File: config.mk
export PLATFORM = sky130hd
export DESIGN_NAME = mult8x8_seq_ctrl
export DESIGN_NICKNAME = d
export VERILOG_FILES = /design/src/rtl/mult8x8_seq_ctrl.sv
export SDC_FILE = /design/constraint.sdc
export NUM_CORES = 1
export LEC_CHECK = 0
export ABC_AREA = 1
export CAP_MARGIN = 5
export CORE_MARGIN = 5
export CORE_UTILIZATION = 49
export DETAILED_ROUTE_END_ITERATION = 16
export GPL_TIMING_DRIVEN = 1
export PLACE_DENSITY_LB_ADDON = 0.05
export SETUP_SLACK_MARGIN = 0.15
export SLEW_MARGIN = 20
export SYNTH_ARGS = -nofsm -noshare
export SYNTH_HDL_FRONTEND = slang
export SYNTH_SLANG_ARGS = --single-unit
File: constraint.sdc
create_clock -name clk -period 2.4 [get_ports clk]
set_input_delay 0.24 -clock clk [delete_from_list [all_inputs] [get_ports clk]]
set_output_delay 0.24 -clock clk [all_outputs]
set_load 0.02 [all_outputs]
File: src/rtl/mult8x8_seq_ctrl.sv
// mult8x8_seq_ctrl
//   Sequencer and accumulator for a sequential 2N x 2N multiplier built around
//   one N x N multiplier. Each CALC cycle selects one nibble pair, takes the
//   resulting 2N-bit partial product, aligns it and adds it into a 4N-bit
//   product register. Four CALC cycles complete one multiply. Operands live
//   upstream and must stay stable from start until done.
//
// Ports
//   clk      in   1    rising-edge clock
//   reset_n  in   1    asynchronous active-low reset
//   start    in   1    begin a multiply; honoured in IDLE or DONE only
//   partial  in   2N   product of the nibbles currently chosen by sel
//   sel      out  2    nibble select: sel[1] = A nibble, sel[0] = B nibble
//   busy     out  1    high while accumulating
//   done     out  1    high while the product is final (a level)
//   product  out  4N   accumulated result register
module mult8x8_seq_ctrl #(
    parameter int N = 4
) (
    input  logic           clk,
    input  logic           reset_n,
    input  logic           start,
    input  logic [2*N-1:0] partial,
    output logic [1:0]     sel,
    output logic           busy,
    output logic           done,
    output logic [4*N-1:0] product
);

    typedef enum logic [1:0] {
        S_IDLE = 2'b00,
        S_CALC = 2'b01,
        S_DONE = 2'b10
    } state_t;

    state_t         state, state_nxt;
    logic [1:0]     cnt, cnt_nxt;
    logic [4*N-1:0] product_nxt;

    // Zero-extend the partial and place it by nibble weight:
    // lo*lo -> 0, mixed -> N, hi*hi -> 2N.
    function automatic logic [4*N-1:0] align_partial(input logic [2*N-1:0] p,
                                                     input logic [1:0]     s);
        logic [4*N-1:0] ext;
        ext = {{(2*N){1'b0}}, p};
        case (s)
            2'b00:   return ext;
            2'b11:   return ext << (2*N);
            default: return ext << N;
        endcase
    endfunction

    always_ff @(posedge clk or negedge reset_n) begin
        if (!reset_n) begin
            state   <= S_IDLE;
            cnt     <= 2'd0;
            product <= '0;
        end else begin
            state   <= state_nxt;
            cnt     <= cnt_nxt;
            product <= product_nxt;
        end
    end

    always_comb begin
        state_nxt   = state;
        cnt_nxt     = cnt;
        product_nxt = product;
        case (state)
            S_IDLE, S_DONE: begin
                if (start) begin
                    product_nxt = '0;
                    cnt_nxt     = 2'd0;
                    state_nxt   = S_CALC;
                end
            end
            S_CALC: begin
                // start is deliberately not looked at here.
                product_nxt = product + align_partial(partial, cnt);
                if (cnt == 2'd3) begin
                    cnt_nxt   = 2'd0;
                    state_nxt = S_DONE;
                end else begin
                    cnt_nxt = cnt + 2'd1;
                end
            end
            default: begin
                state_nxt = S_IDLE;
                cnt_nxt   = 2'd0;
            end
        endcase
    end

    // cnt is cleared on every exit from CALC, so it already reads 00 outside
    // CALC; driving sel straight from the register keeps it glitch-free.
    assign sel  = cnt;
    assign busy = (state == S_CALC);
    assign done = (state == S_DONE);

endmodule

# Yosys cells after proc, flatten, opt, wreduce, memory -nomap -nowiden
# Index checks and enable logic that the tools add are counted.
[totals]
regBits = 20
input_bits = 11
out_inout_bits = 20
[op_classes]
n_addsub = 2
eq_ne = 5
n_mux = 10
n_reduce_logical = 6
[op_table]
columns = ["op", "n"]
rows = [
  ["$pmux 16 s2", 2],
  ["$mux 16", 2],
  ["$add 16x16->16", 1],
  ["$mux 2", 4],
  ["$pmux 2 s2", 2],
  ["$eq 2x2->1 const B", 2],
  ["$logic_not 2->1", 2],
  ["$reduce_and 2->1", 2],
  ["$add 2x1->2 const B", 1],
  ["$eq 2x1->1 const B", 1],
  ["$ne 2x1->1 const B", 1],
  ["$ne 2x2->1 const B", 1],
  ["$reduce_bool 2->1", 1],
  ["$reduce_or 2->1", 1],
]

# Longest topological paths before layout
# Gate-level depths: netlist of the first run.
[logic_depth]
ltp_word = 5
ltp_mapped = 16
depth_no_buf = 16

# Worst setup path before layout of the first run
# Ideal clock, no wire load.
[synth_path]
path_type = "flip-flop to flip-flop"
start = "register cnt[0] (netlist: sel[0])"
end = "register product[12]"
t_arrival_ns = 2.254
required_time_ns = 2.283
slack_ns = 0.029
stages_incl_launch_ff = 17
path_buffers = 0
period_less_slack_ns = 2.371
cell_sequence = "dfrtp_1 -> inv_1 -> ha_1 -> inv_1 -> nand2_1 -> nor2_1 -> ha_1 -> inv_1 -> fa_1 -> inv_1 -> nand3_1 -> nand3_1 -> nand3_1 -> nand3_1 -> nand2_1 -> nand3_1 -> nand2_1"
[synth_via]
elab_chain_len = 5
elab_cells_between_ends = 6
[synth_rtl]
columns = ["element", "line_no", "source"]
rows = [
  ["start: declaration", "37", "logic [1:0] cnt, cnt_nxt;"],
  ["start signal: assignment", "60", "cnt <= cnt_nxt;"],
  ["$eq 2x2->1 / $logic_not 2->1 (equally long branches)", "46", "case (s)"],
  ["$pmux 16 s2 *", "46", ""],
  ["$mux 16 *", "69", "case (state)"],
  ["$add 16x16->16 *", "79", "product_nxt = product + align_partial(partial, cnt);"],
  ["$pmux 16 s2 *", "69", ""],
  ["end signal: assignment", "61", "product <= product_nxt;"],
  ["end: declaration", "27", "output logic [4*N-1:0] product"],
]
# Mark *: on every way between the ends. The rest lies on a longest branch, timed or not. The select of a mux whose other input is x is not followed.
# A chain may end at the register's enable or synchronous reset.

# Worst setup path after layout of the first run
[layout_path]
start = "register cnt[1] (netlist: sel[1])"
end = "register product[12]"
# Same word-level chain as after synthesis.

==> impl_metrics.env, run 1 <==
export IMPL_setup_viol=0
export IMPL_cts_root_buf="clkbuf_8"
export IMPL_rsz0062_at_grt="true"
export IMPL_mostFrequentLayoutCells="nand2_1 (95), inv_1 (53), clkdlybuf4s50_1 (30)"
export IMPL_vias=1958
export IMPL_numPortBuffers=30
export IMPL_syn_num_nets=329
export IMPL_syn_to_final_growth_pct=43.9
export IMPL_ios=31
export IMPL_slew_violations=0
export IMPL_gr_total_overflow=0
export IMPL_start_kind="flip-flop"
export IMPL_cts_tree="yes"
export IMPL_rows=22
export IMPL_syn_inst=298
export IMPL_fp_dieArea_um2=5200
export IMPL_detailed_place_area_um2=2260
export IMPL_ys_seq_area_frac=0.265
export IMPL_grt_pass1_vias=1845
export IMPL_coreArea_um2=3690
export IMPL_crit_fanout=8
export IMPL_ys_ff_latch=20
export IMPL_critPathCaptureType="flip-flop"
export IMPL_path_buf_inv=4
export IMPL_grt_util_all_layers=0.202
export IMPL_antenna_cells=0
export IMPL_ant_nets=0
export IMPL_crit_type="flip-flop to flip-flop"
export IMPL_holdBufCountCts=0
export IMPL_vias_per_cell=4.98
export IMPL_final_common_cell="nand2_1"
export IMPL_post_route_period_util=0.943
export IMPL_wl_um=5280
export IMPL_synth_cell_types=27
export IMPL_cts_buffers=3
export IMPL_clk_latency_ns=0.27
export IMPL_cp_top_family="adder cells"
export IMPL_min_path_type="primary input to async pin"
export IMPL_slowest_delay_ns=0.42
export IMPL_die_x_um=72.1
export IMPL_slew_headroom=0.535
export IMPL_cp_arrival_ns=2.42
export IMPL_fin_total_pwr_mw=4.53
export IMPL_firstDrtPassIters=4
export IMPL_htree_levels=1
export IMPL_grt_max_degree=16
export IMPL_hold_violations=0
export IMPL_ff_latch_area_um2=503
export IMPL_drt_iter0_drc=107
export IMPL_cap_violations=0
export IMPL_gp_congestion=0.903
export IMPL_die_y_um=72.1
export IMPL_fin_setup_tns_ns=0
export IMPL_ir_worst_vdd_mv=0.853
export IMPL_cts_sinks=20
export IMPL_final_layout_size_suffix_gt1_frac=0.264
export IMPL_critical_path_slowest_cell="dfrtp_2"
export IMPL_grt_pass1_wl_um=8350
export IMPL_avgSynthCellArea_um2=6.34
export IMPL_ys_warn_count=0
export IMPL_synthesis_area_um2=1890
export IMPL_cts_reportedPaths_clkPinSlew_ns=0.09
export IMPL_fmax_mhz=442
export IMPL_multi_input_area_um2=1420
export IMPL_wl_per_cell_um=13.4
export IMPL_dp_slack_ns=0.0387
export IMPL_hpwl_um=3780
export IMPL_holdWs_ns=0.377
export IMPL_finalInstanceArea_um2=2720
export IMPL_crit_chain="inv_2 > ha_4 > inv_6 > nand2_8 > nor2_4 > ha_4 > inv_2 > fa_2 > inv_2 > nand3_2 > nand3_4 > nand3_2 > nand3_2 > nand2_1 > nand3_1 > nand2_1"
export IMPL_crit_required_ns=2.56
export IMPL_fin_skew_ns=0.0129
export IMPL_start_util=0.513
export IMPL_p_leak_nw=1.43
export IMPL_p_per_area_nw_per_um2=1660
export IMPL_fillers=290
export IMPL_worst_slack_ns=0.136
export IMPL_tightest_slew_ns=0.696
export IMPL_antenna_found_initial=0
export IMPL_outcome="finished, final reports clean"
export IMPL_route_detailed_drc=0
export IMPL_nNetsFinal=377
export IMPL_min_period_ns=2.26
export IMPL_ctsLongestPathBuffers=2
[cell usage after synthesis]
library cell / number / share of area
nand2_1: 111 / 0.22
nor2_1: 17 / 0.034
nand3_2: 1 / 0.0053
buf_4: 1 / 0.0040
or2_2: 1 / 0.0033
and2_2: 1 / 0.0040
nand4_1: 1 / 0.0033
dfrtp_1: 20 / 0.26
xor2_1: 2 / 0.0093
o22ai_1: 11 / 0.036
buf_2: 1 / 0.0026
a21oi_1: 8 / 0.021
inv_1: 59 / 0.12
inv_2: 3 / 0.0060
clkbuf_8: 1 / 0.0073
xnor2_1: 1 / 0.0046
fa_1: 1 / 0.011
nor3_2: 2 / 0.011
nand3b_1: 3 / 0.012
or2_1: 1 / 0.0033
o21ai_0: 7 / 0.019
nand3_1: 18 / 0.048
a22o_1: 1 / 0.0046
a21oi_2: 1 / 0.0046
nor3_1: 1 / 0.0026
nand2_2: 5 / 0.017
ha_1: 19 / 0.13
[registers in the layout, summed over array words and instances, names as in the netlist]
register and count:
sel 2, product 16, state 2
[logic make-up after synthesis]
| family | Yosys count | synth area share |
|---|---|---|
| buffers and inverters | 65 | 0.137 |
| flip-flops | 20 | 0.265 |
| adder cells (fa/ha/maj) | 20 | 0.136 |
| AND/OR/NAND/NOR | 162 | 0.363 |
| XOR/XNOR | 3 | 0.0139 |
| AO/OA/AOI/OAI | 28 | 0.0854 |
[timing repair]
item | in CTS | in global routing
setup buffers | 1 | 11
endpoints found under the setup margin | 10 | 12
resized for setup | 10 | 57
pin swaps | 1 | 33
[routing by layer]
metal | global-route usage | wire, um
met4 | 0.0564 | 78
met5 | 0 | 0
met1 | 0.279 | 2350
met3 | 0.0235 | 241
met2 | 0.332 | 2610
[path summary, 6_finish.rpt]
| check | from | endpoint | slack [ns] | depth (start not counted) |
|---|---|---|---|---|
| max | sel[1] | product[12] | 0.14 | 16 |
| min in group clk | product[11] | product[11] | 0.53 | 2 |
| min | reset_n | product[4] | 0.38 | 1 |
| max in group asynchronous | reset_n | product[9] | 1.42 | 2 |
| min reg2reg | product[11] | product[11] | 0.53 | 2 |
| max reg2reg | sel[1] | product[12] | 0.14 | 16 |
[cell type report]
| cell class | count | area share |
|---|---|---|
| clock buffer | 3 | 0.0152 |
| multi-input combinational | 213 | 0.521 |
| sequential | 20 | 0.185 |
| clock inverter | 1 | 0.0110 |
| timing repair buffer | 46 | 0.159 |
| inverter | 62 | 0.0874 |
| tap | 48 | 0.0221 |
[power breakdown]
group / internal [mW] / switching, mW / total [mW]
combinational: 1.55 / 1.96 / 3.51
clock: 0.223 / 0.129 / 0.352
sequential: 0.504 / 0.161 / 0.665
total: 2.27 / 2.25 / 4.53
[worst reg2reg max path, stage by stage, from the launching register on]
cell     delay [ns]
dfrtp_2        0.42
inv_2          0.08
ha_4           0.21
inv_6          0.08
nand2_8        0.08
nor2_4         0.12
ha_4           0.14
inv_2          0.04
fa_2           0.37
inv_2          0.08
nand3_2        0.09
nand3_4        0.09
nand3_2        0.09
nand3_2        0.09
nand2_1        0.05
nand3_1        0.07
nand2_1        0.05
[stage by stage]
step / utilization / cells
CTS: 0.643 / 382
detailed placement: 0.614 / 377
global route: 0.738 / 393
global placement: 0.614 / 377
floorplan: - / 298
finish: 0.738 / 393
(Power assumes the default switching activity.)
==> run 2: changes to the inputs <==
--- a/config.mk
+++ b/config.mk
@@ -10,7 +10,6 @@
 export CORE_MARGIN = 5
 export CORE_UTILIZATION = 49
 export DETAILED_ROUTE_END_ITERATION = 16
-export GPL_TIMING_DRIVEN = 1
 export PLACE_DENSITY_LB_ADDON = 0.05
 export SETUP_SLACK_MARGIN = 0.15
 export SLEW_MARGIN = 20
==> results of run 2 <==
No change in the layout: final DEF, timing and power equal those of run 1.
